**src/rtl/xs_sdr_rom_arbiter_if.sv**
```systemverilog
// ---------------------------------------------------------------------------
// xs_sdr_rom_arbiter_if
// Bundles the three graphics ROM fetch ports (OBJ, BACK1, BACK2) and the
// SDRAM controller read port served by xs_sdr_rom_arbiter.
//   obj_/bg1_/bg2_ addr, req : client request (4-phase, addr stable while req)
//   obj_/bg1_/bg2_ rdy, dout : returned data, held until req drops
//   sdram_addr, sdram_rd     : single-word read issued to the controller
//   sdram_ack, sdram_dout    : read completion from the controller
// Modports:
//   master : the side that owns the clients and the SDRAM controller
//   slave  : the arbiter, which answers clients and drives the read port
// ---------------------------------------------------------------------------
interface xs_sdr_rom_arbiter_if #(
   parameter int unsigned AW = 25,
   parameter int unsigned DW = 16
) ();
   logic [AW-1:0] obj_addr;
   logic          obj_req;
   logic          obj_rdy;
   logic [DW-1:0] obj_dout;
   logic [AW-1:0] bg1_addr;
   logic          bg1_req;
   logic          bg1_rdy;
   logic [DW-1:0] bg1_dout;
   logic [AW-1:0] bg2_addr;
   logic          bg2_req;
   logic          bg2_rdy;
   logic [DW-1:0] bg2_dout;
   logic [AW-1:0] sdram_addr;
   logic          sdram_rd;
   logic          sdram_ack;
   logic [DW-1:0] sdram_dout;

   modport slave (
      input  obj_addr, obj_req, bg1_addr, bg1_req, bg2_addr, bg2_req,
      input  sdram_ack, sdram_dout,
      output obj_rdy, obj_dout, bg1_rdy, bg1_dout, bg2_rdy, bg2_dout,
      output sdram_addr, sdram_rd
   );

   modport master (
      output obj_addr, obj_req, bg1_addr, bg1_req, bg2_addr, bg2_req,
      output sdram_ack, sdram_dout,
      input  obj_rdy, obj_dout, bg1_rdy, bg1_dout, bg2_rdy, bg2_dout,
      input  sdram_addr, sdram_rd
   );
endinterface

```
**src/rtl/xs_sdr_rom_arbiter.sv**
```systemverilog
// ---------------------------------------------------------------------------
// xs_sdr_rom_arbiter
// SDRAM-side responder for the OBJ, BACK1 and BACK2 graphics ROM fetch ports.
// Pending client requests are arbitrated round-robin (OBJ->BG1->BG2->OBJ),
// each winner gets one 16-bit SDRAM read, and the data is returned on that
// client's rdy/dout, held until the client drops req.
// Ports:
//   CLK : system clock, rising edge
//   RST : asynchronous active-high reset
//   bus : xs_sdr_rom_arbiter_if.slave (client ports + SDRAM read port)
// Optional build macro XS_SDR_LASTWORD_CACHE_EN: each client remembers its
// last completed {addr, data}; a repeat request for that addr is answered
// one edge later without touching SDRAM.
// ---------------------------------------------------------------------------
module xs_sdr_rom_arbiter #(
   parameter int unsigned AW = 25,
   parameter int unsigned DW = 16
) (
   input logic                 CLK,
   input logic                 RST,
   xs_sdr_rom_arbiter_if.slave bus
);
   typedef enum logic [1:0] {StIdle, StIssue, StWait} arb_st_e;
   // CliBusy = granted and still wanted; if req drops there, the read's data
   // is discarded even if the client re-requests before the ack returns.
   typedef enum logic [1:0] {CliFree, CliPend, CliBusy, CliDone} cli_st_e;

   arb_st_e       st_q;
   cli_st_e       cli_q [3];
   logic [1:0]    ptr_q;
   logic [1:0]    gnt_q;
   logic [AW-1:0] sdram_addr_q;
   logic          sdram_rd_q;
   logic [2:0]    rdy_q;
   logic [DW-1:0] dout_q [3];

   logic [2:0]    req;
   logic [AW-1:0] addr [3];
   logic [2:0]    pend;
   logic [2:0]    hit;
   logic          gnt_vld;
   logic [1:0]    gnt_idx;
   logic [1:0]    cand;
   logic          ack_ok;

   assign req     = {bus.bg2_req, bus.bg1_req, bus.obj_req};
   assign addr[0] = bus.obj_addr;
   assign addr[1] = bus.bg1_addr;
   assign addr[2] = bus.bg2_addr;

   assign bus.obj_rdy    = rdy_q[0];
   assign bus.bg1_rdy    = rdy_q[1];
   assign bus.bg2_rdy    = rdy_q[2];
   assign bus.obj_dout   = dout_q[0];
   assign bus.bg1_dout   = dout_q[1];
   assign bus.bg2_dout   = dout_q[2];
   assign bus.sdram_addr = sdram_addr_q;
   assign bus.sdram_rd   = sdram_rd_q;

   // Acks outside WAIT (after reset or a cancel) are simply ignored.
   assign ack_ok = (st_q == StWait) && bus.sdram_ack;

   function automatic logic [1:0] nxt(input logic [1:0] x);
      return (x == 2'd2) ? 2'd0 : x + 2'd1;
   endfunction

`ifdef XS_SDR_LASTWORD_CACHE_EN
   logic [2:0]    cv_q;
   logic [AW-1:0] ca_q [3];
   logic [DW-1:0] cd_q [3];

   always_comb begin
      hit = '0;
      for (int i = 0; i < 3; i++) begin
         hit[i] = cv_q[i] && (ca_q[i] == addr[i]);
      end
   end

   always_ff @(posedge CLK or posedge RST) begin
      if (RST) begin
         cv_q <= '0;
         for (int i = 0; i < 3; i++) begin
            ca_q[i] <= '0;
            cd_q[i] <= '0;
         end
      end else if (ack_ok) begin
         // Refreshed on every completed read, including discarded ones.
         cv_q[gnt_q] <= 1'b1;
         ca_q[gnt_q] <= sdram_addr_q;
         cd_q[gnt_q] <= bus.sdram_dout;
      end
   end
`else
   assign hit = '0;
`endif

   // Only clients still holding req are eligible, so a cancel before grant
   // never reaches SDRAM.
   always_comb begin
      pend = '0;
      for (int i = 0; i < 3; i++) begin
         pend[i] = (cli_q[i] == CliPend) && req[i];
      end
   end

   // First pending client strictly after the pointer.
   always_comb begin
      gnt_vld = 1'b0;
      gnt_idx = ptr_q;
      cand    = ptr_q;
      for (int k = 0; k < 3; k++) begin
         cand = nxt(cand);
         if (!gnt_vld && pend[cand]) begin
            gnt_vld = 1'b1;
            gnt_idx = cand;
         end
      end
   end

   always_ff @(posedge CLK or posedge RST) begin
      if (RST) begin
         st_q         <= StIdle;
         ptr_q        <= 2'd2;
         gnt_q        <= 2'd0;
         sdram_addr_q <= '0;
         sdram_rd_q   <= 1'b0;
         rdy_q        <= '0;
         for (int i = 0; i < 3; i++) begin
            cli_q[i]  <= CliFree;
            dout_q[i] <= '0;
         end
      end else begin
         for (int i = 0; i < 3; i++) begin
            unique case (cli_q[i])
               CliFree: begin
                  if (req[i]) begin
                     if (hit[i]) begin
                        cli_q[i] <= CliDone;
                        rdy_q[i] <= 1'b1;
`ifdef XS_SDR_LASTWORD_CACHE_EN
                        dout_q[i] <= cd_q[i];
`endif
                     end else begin
                        cli_q[i] <= CliPend;
                     end
                  end
               end
               CliPend: begin
                  if (!req[i]) begin
                     cli_q[i] <= CliFree;
                  end else if (st_q == StIdle && gnt_vld && gnt_idx == 2'(i)) begin
                     cli_q[i] <= CliBusy;
                  end
               end
               CliBusy: begin
                  if (!req[i]) begin
                     cli_q[i] <= CliFree;
                  end else if (ack_ok && gnt_q == 2'(i)) begin
                     cli_q[i]  <= CliDone;
                     rdy_q[i]  <= 1'b1;
                     dout_q[i] <= bus.sdram_dout;
                  end
               end
               CliDone: begin
                  if (!req[i]) begin
                     cli_q[i] <= CliFree;
                     rdy_q[i] <= 1'b0;
                  end
               end
               default: cli_q[i] <= CliFree;
            endcase
         end

         unique case (st_q)
            StIdle: begin
               if (gnt_vld) begin
                  ptr_q        <= gnt_idx;
                  gnt_q        <= gnt_idx;
                  sdram_addr_q <= addr[gnt_idx];
                  sdram_rd_q   <= 1'b1;
                  st_q         <= StIssue;
               end
            end
            StIssue: begin
               sdram_rd_q <= 1'b0;
               st_q       <= StWait;
            end
            StWait: begin
               if (bus.sdram_ack) begin
                  st_q <= StIdle;
               end
            end
            default: st_q <= StIdle;
         endcase
      end
   end
endmodule

```
**src/flat_wrapper.sv**
```systemverilog
// flat-port wrapper written by rule: the top's interface ports become plain ports
module xs_sdr_rom_arbiter_flat 
#(
   parameter int unsigned AW = 25,
   parameter int unsigned DW = 16
)
  (CLK, RST, bus_obj_addr, bus_obj_req, bus_bg1_addr, bus_bg1_req, bus_bg2_addr, bus_bg2_req, bus_sdram_ack, bus_sdram_dout, bus_obj_rdy, bus_obj_dout, bus_bg1_rdy, bus_bg1_dout, bus_bg2_rdy, bus_bg2_dout, bus_sdram_addr, bus_sdram_rd);
  xs_sdr_rom_arbiter_if #(.AW(AW), .DW(DW)) bus_i ();
  input logic CLK;
  input logic RST;
  input wire logic [$bits(bus_i.obj_addr)-1:0] bus_obj_addr;
  input wire logic [$bits(bus_i.obj_req)-1:0] bus_obj_req;
  input wire logic [$bits(bus_i.bg1_addr)-1:0] bus_bg1_addr;
  input wire logic [$bits(bus_i.bg1_req)-1:0] bus_bg1_req;
  input wire logic [$bits(bus_i.bg2_addr)-1:0] bus_bg2_addr;
  input wire logic [$bits(bus_i.bg2_req)-1:0] bus_bg2_req;
  input wire logic [$bits(bus_i.sdram_ack)-1:0] bus_sdram_ack;
  input wire logic [$bits(bus_i.sdram_dout)-1:0] bus_sdram_dout;
  output wire logic [$bits(bus_i.obj_rdy)-1:0] bus_obj_rdy;
  output wire logic [$bits(bus_i.obj_dout)-1:0] bus_obj_dout;
  output wire logic [$bits(bus_i.bg1_rdy)-1:0] bus_bg1_rdy;
  output wire logic [$bits(bus_i.bg1_dout)-1:0] bus_bg1_dout;
  output wire logic [$bits(bus_i.bg2_rdy)-1:0] bus_bg2_rdy;
  output wire logic [$bits(bus_i.bg2_dout)-1:0] bus_bg2_dout;
  output wire logic [$bits(bus_i.sdram_addr)-1:0] bus_sdram_addr;
  output wire logic [$bits(bus_i.sdram_rd)-1:0] bus_sdram_rd;
  assign bus_i.obj_addr = bus_obj_addr;
  assign bus_i.obj_req = bus_obj_req;
  assign bus_i.bg1_addr = bus_bg1_addr;
  assign bus_i.bg1_req = bus_bg1_req;
  assign bus_i.bg2_addr = bus_bg2_addr;
  assign bus_i.bg2_req = bus_bg2_req;
  assign bus_i.sdram_ack = bus_sdram_ack;
  assign bus_i.sdram_dout = bus_sdram_dout;
  assign bus_obj_rdy = bus_i.obj_rdy;
  assign bus_obj_dout = bus_i.obj_dout;
  assign bus_bg1_rdy = bus_i.bg1_rdy;
  assign bus_bg1_dout = bus_i.bg1_dout;
  assign bus_bg2_rdy = bus_i.bg2_rdy;
  assign bus_bg2_dout = bus_i.bg2_dout;
  assign bus_sdram_addr = bus_i.sdram_addr;
  assign bus_sdram_rd = bus_i.sdram_rd;
  xs_sdr_rom_arbiter #(.AW(AW), .DW(DW)) u_core (.CLK(CLK), .RST(RST), .bus(bus_i));
endmodule
```
**config.mk**
```make
export PLATFORM = sky130hd
export DESIGN_NAME = xs_sdr_rom_arbiter_flat
export DESIGN_NICKNAME = d
export VERILOG_FILES = /design/src/rtl/xs_sdr_rom_arbiter_if.sv /design/src/rtl/xs_sdr_rom_arbiter.sv /design/src/flat_wrapper.sv
export SDC_FILE = /design/constraint.sdc
export NUM_CORES = 1
export LEC_CHECK = 0
export BUFFER_PORTS_ARGS = -buffer_cell sky130_fd_sc_hd__buf_2
export CORE_AREA = 2 2 109 111
export DETAILED_ROUTE_END_ITERATION = 16
export DIE_AREA = 0 0 111 113
export GPL_TIMING_DRIVEN = 0
export PLACE_DENSITY = 0.66
export SETUP_SLACK_MARGIN = 0.02
export SKIP_CTS_REPAIR_TIMING = 1
export SYNTH_ARGS = -nofsm -noshare
export SYNTH_HDL_FRONTEND = slang
export SYNTH_SLANG_ARGS = --single-unit
```
**constraint.sdc**
```tcl
create_clock -name CLK -period 2.5 [get_ports CLK]
set_input_delay 0.125 -clock CLK [delete_from_list [all_inputs] [get_ports CLK]]
set_output_delay 0.125 -clock CLK [all_outputs]
set_load 0.005 [all_outputs]
```
==> impl_metrics.yaml, run 1 <==
floorplan:
  dieArea_um2: 12540
  coreArea_um2: 11270
  start_util_pct: 34.67
  die_y_um: 113
  fp.dieW_um: 111
  io_pins: 174
  placementRows: 39
route:
  vias_per_cell: 4.960
  ant_nets: 0
  drt_wl_total_um: 9820
  wl_per_cell_um: 15.79
  drc: 0
  vias: 3085
  dr.pass1.iters: 6
  drtIter0Drc: 164
yosys:
  yosysTopAreaCell: "dfrtp_1"
  syn_nets: 385
  yosysWarnings: 0
  synth_cell_types: 43
  yosys_register_bits: 88
  synth_top_area_share_pct: 55.72
  ys_seq_area_share_pct: 56.39
  yosys-top-cells-area: "dfrtp_1 (56%), mux2_2 (11%), mux2i_1 (6.7%)"
  ys.flop_type: "dfrtp_1"
  async_flop_share_pct: 100.0
  syn_area_um2: 3907
  synth.avg_cell_area_um2: 13.57
  synthCells: 288
  synth_edf_count: 0
global_route:
  grt_max_degree: 58
  antenna_found_initial: 0
  gr-total-overflow: 0
  grt_pass1_wl_um: 15940
  grtUsageTotal_pct: 16.15
  grt_pass1_vias: 3155
timing:
  worst_slew_pin_slew_ps: 806.4
  hold_viol_final: 0
  rsz0062_at_grt: "false"
  min_period_ps: 2094
  fin_crit_sh_pct: 83.76
  finalClockSkew_ps: 8.468
  relSlewSlack_pct: 46.14
  clock.fmax_ghz: 0.4776
  setup_viol: 0
  finalSetupTns_ps: 0
  slew_viol_final: 0
layout:
  mostFrequentLayoutCell: "buf_2"
  antenna_cells: 0
  drive_gt1_share_pct: 54.28
  stdcell_area_um2: 5304
  fillers: 1031
  utilization_pct: 47.05
  layout-area-overhead-vs-synth_pct: 35.73
  finalNetCount: 571
  mostFrequentLayoutCells: "buf_2 (177), dfrtp_1 (87), mux2_2 (37)"
critical_path:
  endpoint_kind: "register"
  reg2reg_depth: 6
  path_class: "reg -> reg"
  r2r-start: "u_core.cli_q[2]"
  cp_data_arrival_time_ps: 2350
  cp_max_fo: 10
  startpoint: "u_core.cli_q[2]"
  start_kind: "register"
  required_ps: 2750
clocking:
  cts.path.max_buffers: 2
  clk_pin_slew_worst_paths_ps: 70
  clock_latency_ps: 340
  cts_made_buffers: 9
  cts_tree: "built"
  htree_num_levels: 3
  ctsRootBufferMaster: "clkbuf_16"
  cts_sinks: 88
run_status:
  status: "finished, final reports clean"
place:
  hpwlAfterDp_um: 7412
  port_buffers: 173
  gp_congestion: 0.8129
  placed_area_um2: 4982
power_and_ir_drop:
  p_per_area_nw_per_um2: 1021
  ir_drop_mv: 0.4337
  p_leak_nw: 2.842
hold_path:
  min_path_cells: 3
  worstHoldStart: "bus_bg2_addr[14]"
  hold_path.class: "in -> reg"
job:
  cap_viol_max_count: 0
[flip-flops by register name (all words and copies together) (netlist names)]
register / cells
u_core.bus.sdram_addr: 25
u_core.gnt_q: 2
u_core.bus.bg2_dout: 16
u_core.st_q: 2
u_core.bus.sdram_rd: 1
u_core.cli_q: 6
u_core.rdy_q: 3
u_core.bus.obj_dout: 16
u_core.ptr_q: 1
u_core.bus.bg1_dout: 16
[power breakdown]
group | switching [mW] | total [mW] | leakage (nW) | internal, mW
clock | 0.591 | 1.41 | 0.151 | 0.816
combinational | 0.908 | 1.85 | 1.55 | 0.945
sequential | 0.289 | 2.16 | 1.14 | 1.87
[worst max-delay path, cell delays in order (launching register included)]
cell      delay, ps
dfrtp_1         440
nand3b_1        220
o21bai_1        110
a211oi_2        710
buf_4           310
a22oi_1         100
o21ai_0         110
[stage by stage]
step | hold slack (ps) | instances | total power, mW | setup slack, ps
after floorplan | 231.2 | 288 | 3.275 | 98.10
after global placement | 370.2 | 604 | 3.982 | -881.3
after detailed placement | 161.1 | 605 | 4.056 | 329.7
after CTS | -207.5 | 621 | 5.483 | 341.1
after global routing | 26.68 | 622 | 5.798 | 249.4
final | 18.99 | 622 | 5.415 | 406.1
[routing by layer]
layer  track usage (%)  vias to the layer above  wire, um
met5                 0                        -         0
met4             6.000                        0       173
met3             3.964                       12       698
li1                  -                     1443         -
met2             26.71                      162      4574
met1             20.72                     1468      4373
[cell families after synthesis]
kind of cell / after synthesis / synth area share (%)
buffers and inverters: 22 / 3.394
and+or+nand+nor: 25 / 5.668
DFF: 88 / 56.39
muxes: 74 / 21.45
AOI/OAI and AO/OA: 79 / 13.10
[Yosys cell counts (2+ instances only)]
library cell / n
a21o_1: 4
a22oi_1: 25
and3b_1: 2
buf_2: 4
buf_4: 6
buf_6: 3
clkbuf_1: 2
dfrtp_1: 87
inv_1: 7
mux2_2: 37
mux2_4: 10
mux2i_1: 26
nand2_1: 2
nand3b_1: 3
nor2_1: 4
o21a_1: 4
o21ai_0: 36
[final timing paths]
check | slack (ps) | endpoint
max reg2reg | 410 | u_core.bus.sdram_addr[22]
max | 410 | u_core.bus.sdram_addr[22]
min in group asynchronous | 330 | u_core.bus.sdram_addr[24]
max in group asynchronous | 1550 | u_core.bus.bg2_dout[9]
min | 20 | u_core.bus.sdram_addr[14]
min reg2reg | 500 | u_core.bus.sdram_rd
[final cells by class]
type                            count  area (um^2)  share of cell area (%)
Sequential cell                    88         2203                   41.54
Timing Repair Buffer              175        903.4                   17.03
Multi-Input combinational cell    178         1572                   29.63
Inverter                            7        28.78                  0.5426
Tap cell                          143        178.9                   3.373
Clock buffer                       10        239.0                   4.506
Buffer                             15        106.4                   2.005
Clock inverter                      6        72.57                   1.368
(Power assumes the default switching activity.)
==> run 2: changes to the inputs <==
--- a/config.mk
+++ b/config.mk
@@ -5,12 +5,13 @@
 export SDC_FILE = /design/constraint.sdc
 export NUM_CORES = 1
 export LEC_CHECK = 0
+export ABC_AREA = 1
 export BUFFER_PORTS_ARGS = -buffer_cell sky130_fd_sc_hd__buf_2
-export CORE_AREA = 2 2 109 111
+export CORE_AREA = 2 2 114 116
 export DETAILED_ROUTE_END_ITERATION = 16
-export DIE_AREA = 0 0 111 113
+export DIE_AREA = 0 0 116 118
 export GPL_TIMING_DRIVEN = 0
-export PLACE_DENSITY = 0.66
+export PLACE_DENSITY = 0.62
 export SETUP_SLACK_MARGIN = 0.02
 export SKIP_CTS_REPAIR_TIMING = 1
 export SYNTH_ARGS = -nofsm -noshare
==> constraint.sdc (replaced) <==
create_clock -name CLK -period 2.1 [get_ports CLK]
set_input_delay 0.105 -clock CLK [delete_from_list [all_inputs] [get_ports CLK]]
set_output_delay 0.105 -clock CLK [all_outputs]
set_load 0.005 [all_outputs]
==> run 2 against run 1 <==
Effect of this change:
- non-clock buffer count up 14
- clock skew decreased by 2.0 ps
- setup slack lost 280 ps
- critical path depth grew 6
- final area increased by 10%
- synthesized cell count grew 84%
- register-to-register slack got worse by 280 ps
- first-iteration DRC count up 82%
- final cell count is 44% higher
- sequential share of layout area decreased by 3.9 points
- largest power group is now combinational logic
- highest routed layer is now met5
==> impl_metrics.yaml, run 2 <==
floorplan:
  fp.dieW_um: 116
  placementRows: 41
  coreArea_um2: 12410
  dieArea_um2: 13690
  start_util_pct: 34.61
  io_pins: 174
  die_y_um: 118
layout:
  finalNetCount: 815
  largest_reg_flops: 25
  layout-area-overhead-vs-synth_pct: 36.28
  stdcell_area_um2: 5856
  drive_gt1_share_pct: 33.52
  antenna_cells: 0
  mostFrequentLayoutCells: "buf_2 (178), nand3_1 (136), nand2_1 (96)"
  mostFrequentLayoutCell: "buf_2"
place:
  hpwlAfterDp_um: 9884
  placed_area_um2: 5421
  gp_congestion: 0.9210
  port_buffers: 173
timing:
  finalSetupTns_ps: 0
  worst_slew_pin_slew_ps: 512.3
  relSlewSlack_pct: 65.85
  fin_crit_sh_pct: 94.17
  min_period_ps: 1978
  rsz0062_at_grt: "true"
  clock.fmax_ghz: 0.5057
  hold_viol_final: 0
  slew_viol_final: 0
  finalClockSkew_ps: 6.456
  setup_viol: 0
global_route:
  gr-total-overflow: 0
  grt_max_degree: 39
  grt_pass1_vias: 4368
  grtUsageTotal_pct: 19.38
  grt_pass1_wl_um: 21020
  antenna_found_initial: 1
route:
  drtIter0Drc: 299
  ant_nets: 0
  vias: 4237
  vias_per_cell: 4.739
  wl_per_cell_um: 14.27
  drc: 0
  dr.pass1.iters: 4
  drt_wl_total_um: 12760
yosys:
  synth_edf_count: 0
  syn_nets: 627
  yosys-top-cells-area: "dfrtp_1 (51%), nand3_1 (16%), nand2_1 (8.4%)"
  synth_common_cells: "nand3_1 (136), nand2_1 (96), dfrtp_1 (87)"
  synth_cell_types: 30
  ys.flop_type: "dfrtp_1"
  async_flop_share_pct: 100.0
  synth.most_common_cell: "nand3_1"
  ys_seq_area_share_pct: 51.28
  synth.avg_cell_area_um2: 8.107
  syn_area_um2: 4297
  yosysTopAreaCell: "dfrtp_1"
  synth_top_area_share_pct: 50.67
  synthCells: 530
  yosys_register_bits: 88
  yosysWarnings: 0
hold_path:
  hold_path.class: "in -> reg"
critical_path:
  r2r-start: "u_core.ptr_q[1]"
  endpoint_kind: "register"
  cp_data_arrival_time_ps: 2250
  required_ps: 2370
  cpMaxStageDelayCell: "dfstp_2"
  reg2reg_depth: 12
  worst-path-stages: 12
  cpPeakStageDelay_ps: 520
  crit_family: "simple AND/OR/NAND/NOR gates"
  start_kind: "register"
  cp_max_fo: 10
  reg2reg_slack_ps: 120
  crit_path_end: "u_core.bus.sdram_addr[6]"
  r2r-end: "u_core.bus.sdram_addr[6]"
  crit_buf_inv: 3
  crit_chain: "buf_6 > nor2_2 > nand2_1 > nand3_4 > nand2_4 > inv_2 > nand2_2 > nand2_4 > nor2_4 > buf_6 > nand3_1 > nand3_1"
  path_class: "reg -> reg"
  startpoint: "u_core.ptr_q[1]"
clocking:
  clk_pin_slew_worst_paths_ps: 60
  clock_latency_ps: 350
  cts_tree: "built"
  ctsRootBufferMaster: "clkbuf_16"
  cts_made_buffers: 9
  cts_sinks: 88
  cts.path.max_buffers: 2
  htree_num_levels: 3
job:
  cap_viol_max_count: 0
power_and_ir_drop:
  p_leak_nw: 3.300
  p_per_area_nw_per_um2: 1546
  finalPower_mw: 9.051
  ir_drop_mv: 0.6397
run_status:
  status: "finished, final reports clean"
-- run 2: per-stage QoR --
| step | setup WS [ps] | hold WS (ps) | utilization [%] | instances |
|---|---|---|---|---|
| 2_1_floorplan | 343.6 | 224.2 | - | 530 |
| 3_3_place_gp | 122.5 | 352.7 | 43.35 | 875 |
| 3_5_place_dp | 58.81 | 151.2 | 43.67 | 877 |
| 4_1_cts | 27.74 | -225.6 | 46.43 | 892 |
| 5_1_grt | 9.037 | 14.01 | 47.17 | 894 |
| 6_report | 122.5 | 5.619 | 47.17 | 894 |
-- run 2: metal layers --
| metal | share of wire [%] | track usage (%) |
|---|---|---|
| met1 | 42 | 24.28 |
| met2 | 46 | 31.18 |
| met3 | 10 | 7.364 |
| met4 | 1.3 | 5.357 |
| met5 | 0.10 | 0 |
-- run 2: power by group --
part	switching [mW]	internal (mW)
clock	0.701	1.17
sequential	0.330	2.30
combinational	2.76	1.80
total	3.79	5.26
-- run 2: final cells by class --
type	instances	area, um^2
multi-input combinational	326	1647
timing repair buffer	177	923.4
sequential	88	2203
clock inverter	6	117.6
fill	1220	6559
tap	172	215.2
clock buffer	9	225.2
buffer	27	186.4
inverter	89	337.8
-- run 2: tightest hold or removal path: stages --
cell	delay, ps
buf_2	80
nand3_1	60
nand3_1	70
-- run 2: cells by family after synthesis --
family | after synthesis | share of synthesized area, %
AO/OA/AOI/OAI | 66 | 8.212
AND/OR/NAND/NOR | 260 | 29.47
buffers and inverters | 116 | 11.04
flip-flops | 88 | 51.28
-- run 2: worst min-delay path by stage --
stage	startpoint	endpoint	slack (ps)	depth (start not counted)
after floorplan	bus_bg1_req	u_core.cli_q[2]	220	2
after global placement	bus_bg2_addr[12]	u_core.bus.sdram_addr[12]	350	3
after detailed placement	RST	u_core.bus.obj_dout[0]	150	2
after CTS	RST	u_core.bus.obj_dout[0]	-230	2
after global routing	bus_bg2_req	u_core.cli_q[0]	10	2
final	bus_bg2_addr[22]	u_core.bus.sdram_addr[22]	6	3
